**src/rtl/calc_pkg.sv**
```systemverilog
// Shared types for the calculator engine: FSM states, key codes, ASCII glyphs
// and the keypad-position decode.
package calc_pkg;

  typedef enum logic [1:0] {S_OPA, S_OPB, S_EXEC, S_DONE} state_e;

  typedef enum logic [3:0] {
    K_0, K_1, K_2, K_3, K_4, K_5, K_6, K_7, K_8, K_9,
    K_ADD, K_SUB, K_MUL, K_CLR, K_EQ, K_BLANK
  } key_e;

  localparam logic [7:0] CH_0   = "0";
  localparam logic [7:0] CH_ADD = "+";
  localparam logic [7:0] CH_SUB = "-";
  localparam logic [7:0] CH_MUL = "*";
  localparam logic [7:0] CH_DIV = "/";
  localparam logic [7:0] CH_EQ  = "=";
  localparam logic [7:0] CH_CLR = "C";

  function automatic key_e key_at(input logic [1:0] row, input logic [1:0] col);
    case ({row, col})
      4'h0:    key_at = K_1;
      4'h1:    key_at = K_2;
      4'h2:    key_at = K_3;
      4'h3:    key_at = K_ADD;
      4'h4:    key_at = K_4;
      4'h5:    key_at = K_5;
      4'h6:    key_at = K_6;
      4'h7:    key_at = K_SUB;
      4'h8:    key_at = K_7;
      4'h9:    key_at = K_8;
      4'hA:    key_at = K_9;
      4'hB:    key_at = K_MUL;
      4'hC:    key_at = K_CLR;
      4'hD:    key_at = K_0;
      4'hE:    key_at = K_EQ;
      default: key_at = K_BLANK;
    endcase
  endfunction

  // The blank key carries the divide glyph; whether it acts as an operator is decided by the core.
  function automatic logic [7:0] key_char(input key_e k);
    if (k <= K_9) begin
      key_char = CH_0 + {4'h0, k};
    end else begin
      case (k)
        K_ADD:   key_char = CH_ADD;
        K_SUB:   key_char = CH_SUB;
        K_MUL:   key_char = CH_MUL;
        K_CLR:   key_char = CH_CLR;
        K_EQ:    key_char = CH_EQ;
        default: key_char = CH_DIV;
      endcase
    end
  endfunction

endpackage

```
**src/rtl/calc_if.sv**
```systemverilog
// Keypad-pulse inputs and display-side outputs of the calculator engine.
interface calc_if #(parameter int DW = 16);
  logic          key_up, key_down, key_left, key_right, key_ok;
  logic [3:0]    cursor_x, cursor_y;
  logic [15:0]   input_val;
  logic [DW-1:0] result;
  logic [7:0]    op_char;
  logic          calc_done, busy, err;

  modport master (
    output key_up, key_down, key_left, key_right, key_ok,
    input  cursor_x, cursor_y, input_val, result, op_char, calc_done, busy, err
  );

  modport slave (
    input  key_up, key_down, key_left, key_right, key_ok,
    output cursor_x, cursor_y, input_val, result, op_char, calc_done, busy, err
  );
endinterface

```
**src/rtl/calc_seq_arith.sv**
```systemverilog
// Multi-cycle shift-add multiplier; with CALC_DIV_EN also a restoring divider
// (two quotient bits per cycle). Both finish in exactly OPB_W cycles after start.
module calc_seq_arith #(
  parameter int DW    = 16,
  parameter int OPB_W = 10
) (
  input  logic             clk,
  input  logic             rst_n,
  input  logic             i_start,
  input  logic             i_abort,
  input  logic             i_op,
  input  logic [DW-1:0]    i_a,
  input  logic [OPB_W-1:0] i_b,
  output logic             o_done,
  output logic [DW-1:0]    o_q,
  output logic             o_sat
);
  localparam int PW = DW + OPB_W;
  localparam int CW = $clog2(OPB_W + 1);

  logic          r_run, r_op;
  logic [CW-1:0] r_cnt;
  logic [PW-1:0] r_acc, r_mcand, w_acc_nx;
  logic [OPB_W-1:0] r_mplier;
  logic [DW-1:0] w_mul_q;
  logic          w_mul_sat;

  // o_done marks the edge on which the final iteration lands, so o_q is the combinational next value.
  assign o_done    = r_run && (r_cnt == CW'(OPB_W - 1));
  assign w_acc_nx  = r_acc + (r_mplier[0] ? r_mcand : '0);
  assign w_mul_sat = |w_acc_nx[PW-1:DW];
  assign w_mul_q   = w_mul_sat ? '1 : w_acc_nx[DW-1:0];

  always_ff @(posedge clk or negedge rst_n) begin
    if (!rst_n) begin
      r_run <= 1'b0;
      r_cnt <= '0;
      r_op  <= 1'b0;
    end else if (i_abort) begin
      r_run <= 1'b0;
      r_cnt <= '0;
    end else if (i_start) begin
      r_run <= 1'b1;
      r_cnt <= '0;
      r_op  <= i_op;
    end else if (r_run) begin
      r_cnt <= r_cnt + CW'(1);
      if (o_done) r_run <= 1'b0;
    end
  end

  always_ff @(posedge clk) begin
    if (i_start) begin
      r_acc    <= '0;
      r_mcand  <= PW'(i_a);
      r_mplier <= i_b;
    end else if (r_run) begin
      r_acc    <= w_acc_nx;
      r_mcand  <= r_mcand << 1;
      r_mplier <= r_mplier >> 1;
    end
  end

`ifdef CALC_DIV_EN
  localparam int DVW = 2 * OPB_W;

  logic [DVW-1:0]   r_dvd, r_quo, w_dvd_nx, w_quo_nx;
  logic [OPB_W-1:0] r_rem, r_dvs, w_rem_nx;
  logic [OPB_W:0]   w_rt;
  logic [DVW-DW-1:0] w_unused_quo;

  always_comb begin
    w_dvd_nx = r_dvd;
    w_quo_nx = r_quo;
    w_rem_nx = r_rem;
    w_rt     = '0;
    for (int i = 0; i < 2; i++) begin
      w_rt     = {w_rem_nx, w_dvd_nx[DVW-1]};
      w_dvd_nx = w_dvd_nx << 1;
      if (w_rt >= {1'b0, r_dvs}) begin
        w_rt     = w_rt - {1'b0, r_dvs};
        w_quo_nx = {w_quo_nx[DVW-2:0], 1'b1};
      end else begin
        w_quo_nx = {w_quo_nx[DVW-2:0], 1'b0};
      end
      w_rem_nx = w_rt[OPB_W-1:0];
    end
  end

  always_ff @(posedge clk) begin
    if (i_start) begin
      r_dvd <= DVW'(i_a);
      r_quo <= '0;
      r_rem <= '0;
      r_dvs <= i_b;
    end else if (r_run) begin
      r_dvd <= w_dvd_nx;
      r_quo <= w_quo_nx;
      r_rem <= w_rem_nx;
    end
  end

  assign w_unused_quo = w_quo_nx[DVW-1:DW];
  assign o_q   = r_op ? w_quo_nx[DW-1:0] : w_mul_q;
  assign o_sat = !r_op && w_mul_sat;
`else
  logic w_unused_op;
  assign w_unused_op = r_op ^ i_op;
  assign o_q   = w_mul_q;
  assign o_sat = w_mul_sat;
`endif

endmodule

```
**src/rtl/calc_core.sv**
```systemverilog
// Calculator engine: cursor, operand entry, operator FSM and result registers.
// Optional divide on the blank key is enabled by defining CALC_DIV_EN.
module calc_core
  import calc_pkg::*;
#(
  parameter int DW      = 16,
  parameter int MAX_DIG = 3,
  parameter int OPB_W   = 10
) (
  input  logic   clk_in,
  input  logic   sys_rst_n,
  calc_if.slave  bus
);
  localparam logic [15:0] DIG_LIM = 16'(10 ** (MAX_DIG - 1));

  state_e        r_state, w_state_nx;
  logic [1:0]    r_cx, r_cy;
  logic [DW-1:0] r_a, r_res, w_a_nx, w_res_nx, w_b;
  logic [15:0]   r_in, w_in_nx;
  logic [7:0]    r_op, w_op_nx;
  logic          r_done, r_busy, r_err, w_done_nx, w_busy_nx, w_err_nx;
  logic [DW:0]   w_sum;
  key_e          w_key;
  logic          w_is_op, w_seq_start, w_seq_div, w_abort, w_seq_done, w_seq_sat;
  logic [DW-1:0] w_seq_q;

  assign w_key = key_at(r_cy, r_cx);
  assign w_b   = DW'(r_in);
  assign w_sum = {1'b0, r_a} + {1'b0, w_b};
`ifdef CALC_DIV_EN
  assign w_is_op = (w_key == K_ADD) || (w_key == K_SUB) || (w_key == K_MUL) || (w_key == K_BLANK);
`else
  assign w_is_op = (w_key == K_ADD) || (w_key == K_SUB) || (w_key == K_MUL);
`endif

  calc_seq_arith #(.DW(DW), .OPB_W(OPB_W)) u_seq (
    .clk     (clk_in),
    .rst_n   (sys_rst_n),
    .i_start (w_seq_start),
    .i_abort (w_abort),
    .i_op    (w_seq_div),
    .i_a     (r_a),
    .i_b     (r_in[OPB_W-1:0]),
    .o_done  (w_seq_done),
    .o_q     (w_seq_q),
    .o_sat   (w_seq_sat)
  );

  always_comb begin
    w_state_nx  = r_state;
    w_a_nx      = r_a;
    w_in_nx     = r_in;
    w_res_nx    = r_res;
    w_op_nx     = r_op;
    w_done_nx   = r_done;
    w_busy_nx   = r_busy;
    w_err_nx    = r_err;
    w_seq_start = 1'b0;
    w_seq_div   = 1'b0;
    w_abort     = 1'b0;
    if (bus.key_ok && w_key == K_CLR) begin
      w_state_nx = S_OPA;
      w_a_nx     = '0;
      w_in_nx    = '0;
      w_res_nx   = '0;
      w_op_nx    = '0;
      w_done_nx  = 1'b0;
      w_busy_nx  = 1'b0;
      w_err_nx   = 1'b0;
      w_abort    = 1'b1;
    end else if (r_state == S_EXEC) begin
      if (w_seq_done) begin
        w_res_nx   = w_seq_q;
        w_err_nx   = w_seq_sat;
        w_busy_nx  = 1'b0;
        w_done_nx  = 1'b1;
        w_state_nx = S_DONE;
      end
    end else if (bus.key_ok) begin
      if (w_key <= K_9) begin
        if (r_state == S_DONE) begin
          w_in_nx    = {12'd0, w_key};
          w_done_nx  = 1'b0;
          w_err_nx   = 1'b0;
          w_op_nx    = '0;
          w_state_nx = S_OPA;
        end else if (r_in < DIG_LIM) begin
          w_in_nx = r_in * 16'd10 + {12'd0, w_key};
        end
      end else if (w_is_op) begin
        w_op_nx = key_char(w_key);
        if (r_state == S_OPA) begin
          w_a_nx     = w_b;
          w_in_nx    = '0;
          w_state_nx = S_OPB;
        end else if (r_state == S_DONE) begin
          w_a_nx     = r_res;
          w_in_nx    = '0;
          w_done_nx  = 1'b0;
          w_err_nx   = 1'b0;
          w_state_nx = S_OPB;
        end
      end else if (w_key == K_EQ && r_state == S_OPB) begin
        case (r_op)
          CH_ADD: begin
            w_res_nx   = w_sum[DW] ? '1 : w_sum[DW-1:0];
            w_err_nx   = w_sum[DW];
            w_done_nx  = 1'b1;
            w_state_nx = S_DONE;
          end
          CH_SUB: begin
            w_res_nx   = (w_b > r_a) ? '0 : r_a - w_b;
            w_err_nx   = (w_b > r_a);
            w_done_nx  = 1'b1;
            w_state_nx = S_DONE;
          end
          CH_MUL: begin
            w_seq_start = 1'b1;
            w_busy_nx   = 1'b1;
            w_state_nx  = S_EXEC;
          end
`ifdef CALC_DIV_EN
          CH_DIV: begin
            if (r_in == '0) begin
              w_res_nx   = '0;
              w_err_nx   = 1'b1;
              w_done_nx  = 1'b1;
              w_state_nx = S_DONE;
            end else begin
              w_seq_start = 1'b1;
              w_seq_div   = 1'b1;
              w_busy_nx   = 1'b1;
              w_state_nx  = S_EXEC;
            end
          end
`endif
          default: ;
        endcase
      end
    end
  end

  always_ff @(posedge clk_in or negedge sys_rst_n) begin
    if (!sys_rst_n) r_state <= S_OPA;
    else            r_state <= w_state_nx;
  end

  always_ff @(posedge clk_in or negedge sys_rst_n) begin
    if (!sys_rst_n) begin
      r_a    <= '0;
      r_in   <= '0;
      r_res  <= '0;
      r_op   <= '0;
      r_done <= 1'b0;
      r_busy <= 1'b0;
      r_err  <= 1'b0;
    end else begin
      r_a    <= w_a_nx;
      r_in   <= w_in_nx;
      r_res  <= w_res_nx;
      r_op   <= w_op_nx;
      r_done <= w_done_nx;
      r_busy <= w_busy_nx;
      r_err  <= w_err_nx;
    end
  end

  // Cursor moves in every state; only the highest-priority direction applies.
  always_ff @(posedge clk_in or negedge sys_rst_n) begin
    if (!sys_rst_n) begin
      r_cx <= '0;
      r_cy <= '0;
    end else if (bus.key_up) begin
      r_cy <= r_cy - 2'd1;
    end else if (bus.key_down) begin
      r_cy <= r_cy + 2'd1;
    end else if (bus.key_left) begin
      r_cx <= r_cx - 2'd1;
    end else if (bus.key_right) begin
      r_cx <= r_cx + 2'd1;
    end
  end

  assign bus.cursor_x  = {2'b00, r_cx};
  assign bus.cursor_y  = {2'b00, r_cy};
  assign bus.input_val = r_in;
  assign bus.result    = r_res;
  assign bus.op_char   = r_op;
  assign bus.calc_done = r_done;
  assign bus.busy      = r_busy;
  assign bus.err       = r_err;

endmodule
```
**src/flat_wrapper.sv**
```systemverilog
// flat-port wrapper written by rule: the top's interface ports become plain ports
module calc_core_flat import calc_pkg::*;
#(
  parameter int DW      = 16,
  parameter int MAX_DIG = 3,
  parameter int OPB_W   = 10
)
  (clk_in, sys_rst_n, bus_key_up, bus_key_down, bus_key_left, bus_key_right, bus_key_ok, bus_cursor_x, bus_cursor_y, bus_input_val, bus_result, bus_op_char, bus_calc_done, bus_busy, bus_err);
  calc_if #(.DW(DW)) bus_i ();
  input  logic clk_in;
  input  logic sys_rst_n;
  input wire logic [$bits(bus_i.key_up)-1:0] bus_key_up;
  input wire logic [$bits(bus_i.key_down)-1:0] bus_key_down;
  input wire logic [$bits(bus_i.key_left)-1:0] bus_key_left;
  input wire logic [$bits(bus_i.key_right)-1:0] bus_key_right;
  input wire logic [$bits(bus_i.key_ok)-1:0] bus_key_ok;
  output wire logic [$bits(bus_i.cursor_x)-1:0] bus_cursor_x;
  output wire logic [$bits(bus_i.cursor_y)-1:0] bus_cursor_y;
  output wire logic [$bits(bus_i.input_val)-1:0] bus_input_val;
  output wire logic [$bits(bus_i.result)-1:0] bus_result;
  output wire logic [$bits(bus_i.op_char)-1:0] bus_op_char;
  output wire logic [$bits(bus_i.calc_done)-1:0] bus_calc_done;
  output wire logic [$bits(bus_i.busy)-1:0] bus_busy;
  output wire logic [$bits(bus_i.err)-1:0] bus_err;
  assign bus_i.key_up = bus_key_up;
  assign bus_i.key_down = bus_key_down;
  assign bus_i.key_left = bus_key_left;
  assign bus_i.key_right = bus_key_right;
  assign bus_i.key_ok = bus_key_ok;
  assign bus_cursor_x = bus_i.cursor_x;
  assign bus_cursor_y = bus_i.cursor_y;
  assign bus_input_val = bus_i.input_val;
  assign bus_result = bus_i.result;
  assign bus_op_char = bus_i.op_char;
  assign bus_calc_done = bus_i.calc_done;
  assign bus_busy = bus_i.busy;
  assign bus_err = bus_i.err;
  calc_core #(.DW(DW), .MAX_DIG(MAX_DIG), .OPB_W(OPB_W)) u_core (.clk_in(clk_in), .sys_rst_n(sys_rst_n), .bus(bus_i));
endmodule
```
**config.mk**
```make
export PLATFORM = sky130hd
export DESIGN_NAME = calc_core_flat
export DESIGN_NICKNAME = d
export VERILOG_FILES = /design/src/rtl/calc_pkg.sv /design/src/rtl/calc_if.sv /design/src/rtl/calc_seq_arith.sv /design/src/rtl/calc_core.sv /design/src/flat_wrapper.sv
export SDC_FILE = /design/constraint.sdc
export NUM_CORES = 1
export LEC_CHECK = 0
export ABC_AREA = 1
export BUFFER_PORTS_ARGS = -buffer_cell sky130_fd_sc_hd__buf_2
export CORE_AREA = 8 8 186 118
export CTS_CLUSTER_SIZE = 10
export DETAILED_ROUTE_END_ITERATION = 12
export DIE_AREA = 0 0 194 126
export PLACE_DENSITY = 0.79
export SKIP_LAST_GASP = 1
export SYNTH_ARGS = -nofsm -noshare
export SYNTH_HDL_FRONTEND = slang
export SYNTH_HIERARCHICAL = 1
export SYNTH_SLANG_ARGS = --single-unit
```
**constraint.sdc**
```tcl
create_clock -name clk_in -period 3.8 [get_ports clk_in]
set_input_delay 0.76 -clock clk_in [delete_from_list [all_inputs] [get_ports clk_in]]
set_output_delay 0.76 -clock clk_in [all_outputs]
set_load 0.01 [all_outputs]
```
==> results.sh <==
export IMPL_via_per_inst=5.67
export IMPL_drc=0
export IMPL_grtUsageTotal_pct=28.6
export IMPL_worst_pin_slew_ns=0.917
export IMPL_crit_chain="nand2_1, inv_1, ha_1, nand2_1, nor2_1, nand2_1, nand2_1, nand2_1, nand3_1, nand2_1, nand2_1, nand3_4, nor2_8, nand3_1, nand2_1, nand2_1, nand2_1, o21ai_0"
export IMPL_r2r_end="u_core/bus.result[2]"
export IMPL_start_util_pct=60.2
export IMPL_ys_types=52
export IMPL_die_area_um2=24400
export IMPL_hpwl_um=27600
export IMPL_dr_pass1_iters=6
export IMPL_nFillCells=1764
export IMPL_place_ws_ns=0.344
export IMPL_whs_ns=0.445
export IMPL_worstPathArrival_ns=3.76
export IMPL_ys_flop_type="dfrtp_1"
export IMPL_synth_seq_area_share_pct=27.6
export IMPL_power_share_sequential_pct=21.3
export IMPL_power_frac_clock_pct=15.4
export IMPL_gp_congestion=0.987
export IMPL_die_h_um=126
export IMPL_synth_edff_count=26
export IMPL_synth_common_cells="nand2_1, inv_1, nand3_1"
export IMPL_diodes=0
export IMPL_utilization_pct=65.6
export IMPL_reg2reg_depth=18
export IMPL_final_hold_violation_count=0
export IMPL_core_um2=19300
export IMPL_wl_per_cell_um=16.9
export IMPL_drv_slew=0
export IMPL_synth_area_leaders="nand2_1, dfrtp_1, ha_1"
export IMPL_cts_repair_resized=0
export IMPL_fmax_mhz=287
export IMPL_cpMostUsedCell="nand2_1"
export IMPL_syn_to_final_growth_pct=9.09
export IMPL_synth_top_area_share_pct=21.9
export IMPL_cts_max_level=4
export IMPL_grt_pass1_wl_um=56800
export IMPL_placed_area_um2=12000
export IMPL_hp_class="input port to async pin"
export IMPL_maxCapViolCount=0
export IMPL_worstReg2RegStart="u_core/u_seq/r_mplier[0]"
export IMPL_rsz0062_at_grt="no"
export IMPL_rrSetupSlack_ns=0.32
export IMPL_die_w_um=194
export IMPL_status="finished clean"
export IMPL_crit_path_start_kind="flop"
export IMPL_grt_ovfl_total=0
export IMPL_grt_max_degree=69
export IMPL_dr_total_vias=11944
export IMPL_stdcell_area_um2=12700
export IMPL_io_buffers=52
export IMPL_ctsLongestPathBuffers=2
export IMPL_p_sw_w=0.00629
export IMPL_period_minus_slack_ns=3.48
export IMPL_skew_ns=0.0129
export IMPL_synth_seq_cells=130
export IMPL_tns_ns=0
export IMPL_final_nets=1948
export IMPL_crit_type="flop to flop"
export IMPL_yosysWarnings=6
export IMPL_clk_latency_ns=0.43
export IMPL_critPathMaxStageDelay_ns=0.67
export IMPL_cts_inserted_buffers=17
export IMPL_cts_sinks=130
export IMPL_cts_tree="yes"
export IMPL_first_global_vias=10656
export IMPL_internal_power_w=0.00530
export IMPL_holdBufCountCts=0
export IMPL_setup_ws_ns=0.321
export IMPL_avgSynthCellArea_um2=6.45
export IMPL_setup_viol=0
export IMPL_multi_input_area_um2=7140
export IMPL_syn_area_um2=11600
export IMPL_path_delay_family="simple AND/OR/NAND/NOR gates"
export IMPL_seq_area_um2=3200
export IMPL_cp_end_kind="flop"
export IMPL_synth_cells=1801
export IMPL_crit_buf_inv=1
export IMPL_slew_headroom_pct=38.8
export IMPL_clockRootBuffer="clkbuf_16"
export IMPL_p_per_area_nw_per_um2=915
export IMPL_rows=40
export IMPL_async_reset_ff_share_pct=52.3
export IMPL_final_antenna_net_count=0
export IMPL_slowest_stage="edfxtp_1"
export IMPL_max_vdd_ir_drop_mv=0.676
export IMPL_drt_iter0_markers=1767
export IMPL_path_max_fanout=17
export IMPL_postCtsSetupBuffers=0
export IMPL_fin_crit_sh_pct=91.5
export IMPL_synth_area_leader_cell="nand2_1"
export IMPL_drive_above_1_share_pct=9.76
export IMPL_comb_power_share_pct=63.3
export IMPL_switching_share_pct=54.3
export IMPL_required_ns=4.08
export IMPL_antenna_found_initial=0
export IMPL_yosysMostFrequentCell="nand2_1"
export IMPL_ios=58
export IMPL_leakage_nw=7.20
export IMPL_clkTransAtPathRegs_ns=0.07
export IMPL_finalWirelength_um=35600
[cell families after synthesis]
logic type	count (synthesis)	synth area share [%]
AOI/OAI and AO/OA	163	7.60
and+or+nand+nor	1057	39.8
buffers and inverters	313	11.2
other	1	0.0323
adders and majority gates	99	11.0
xor gates and xnor gates	38	2.86
DFF	130	27.6
[how the worst max path moves through the flow]
stage	end	slack [ns]	depth (start not counted)	from
floorplan	u_core/u_seq/r_mcand[0]	0.37	10	u_core/r_cx[0]
global placement	u_core/bus.result[15]	0.39	18	u_core/u_seq/r_mplier[0]
detailed placement	u_core/bus.result[12]	0.34	18	u_core/u_seq/r_mplier[0]
CTS	u_core/bus.result[2]	0.28	20	u_core/u_seq/r_mplier[0]
global route	u_core/bus.result[2]	0.04	18	u_core/u_seq/r_mplier[0]
finish	u_core/bus.result[2]	0.32	18	u_core/u_seq/r_mplier[0]
[registers in the layout, summed over array words and instances, names as in the netlist]
register and flops:
u_core/bus.busy 1, u_core/bus.calc_done 1, u_core/bus.err 1, u_core/bus.input_val 16, u_core/bus.op_char 6, u_core/bus.result 16
u_core/r_a 16, u_core/r_cx 2, u_core/r_cy 2, u_core/r_state 2, u_core/u_seq/r_acc 26, u_core/u_seq/r_cnt 4
u_core/u_seq/r_mcand 26, u_core/u_seq/r_mplier 10, u_core/u_seq/r_run 1
[area by class of cell]
type	instances	area share (%)
multi-input combinational	1362	56.4
timing repair buffer	67	2.99
clock buffer	20	3.78
clock inverter	12	1.22
tap	252	2.49
sequential	130	25.3
inverter	264	7.90
[power by group through the flow]
stage	registers (W)	clock network [W]	logic, W
finish	0.00247	0.00179	0.00734
global route	0.00252	0.00186	0.00806
CTS	0.00245	0.00180	0.00712
detailed placement	0.00247	0	0.00703
global placement	0.00247	0	0.00690
floorplan	0.00234	0	0.00526
[cell usage in the layout, fill, tap and decap left out, types with 6 or more instances in the layout]
cell       instances
nor2_1           108
dfxtp_1           36
nand3b_1          11
o21ai_1           11
nand2_1          677
edfxtp_1          26
o21ai_0           66
nand3_1          147
inv_1            249
buf_4             15
dfrtp_1           68
inv_2             10
nand2_2           19
o22ai_1            8
xor2_1            27
o21bai_1           6
a21oi_1           55
nor2_2            18
inv_6              6
ha_1              94
nor3_1            13
clkbuf_16         19
nand3_2           12
xnor2_1           11
nand4_1           25
and2_1             8
buf_2             51
[stage by stage]
| step | power, W | instances |
|---|---|---|
| floorplan | 0.00760 | 1805 |
| global placement | 0.00937 | 2074 |
| detailed placement | 0.00950 | 2074 |
| CTS | 0.0114 | 2106 |
| global route | 0.0124 | 2107 |
| finish | 0.0116 | 2107 |
[per-layer routing]
metal	wire (um)	vias up	GRT usage, %
met5	0	-	0
met4	491	0	5.82
met3	4290	50	7.50
met2	14100	658	40.0
met1	16700	5472	42.9
li1	-	5764	-
No activity file was read; power rests on OpenSTA's default activity.
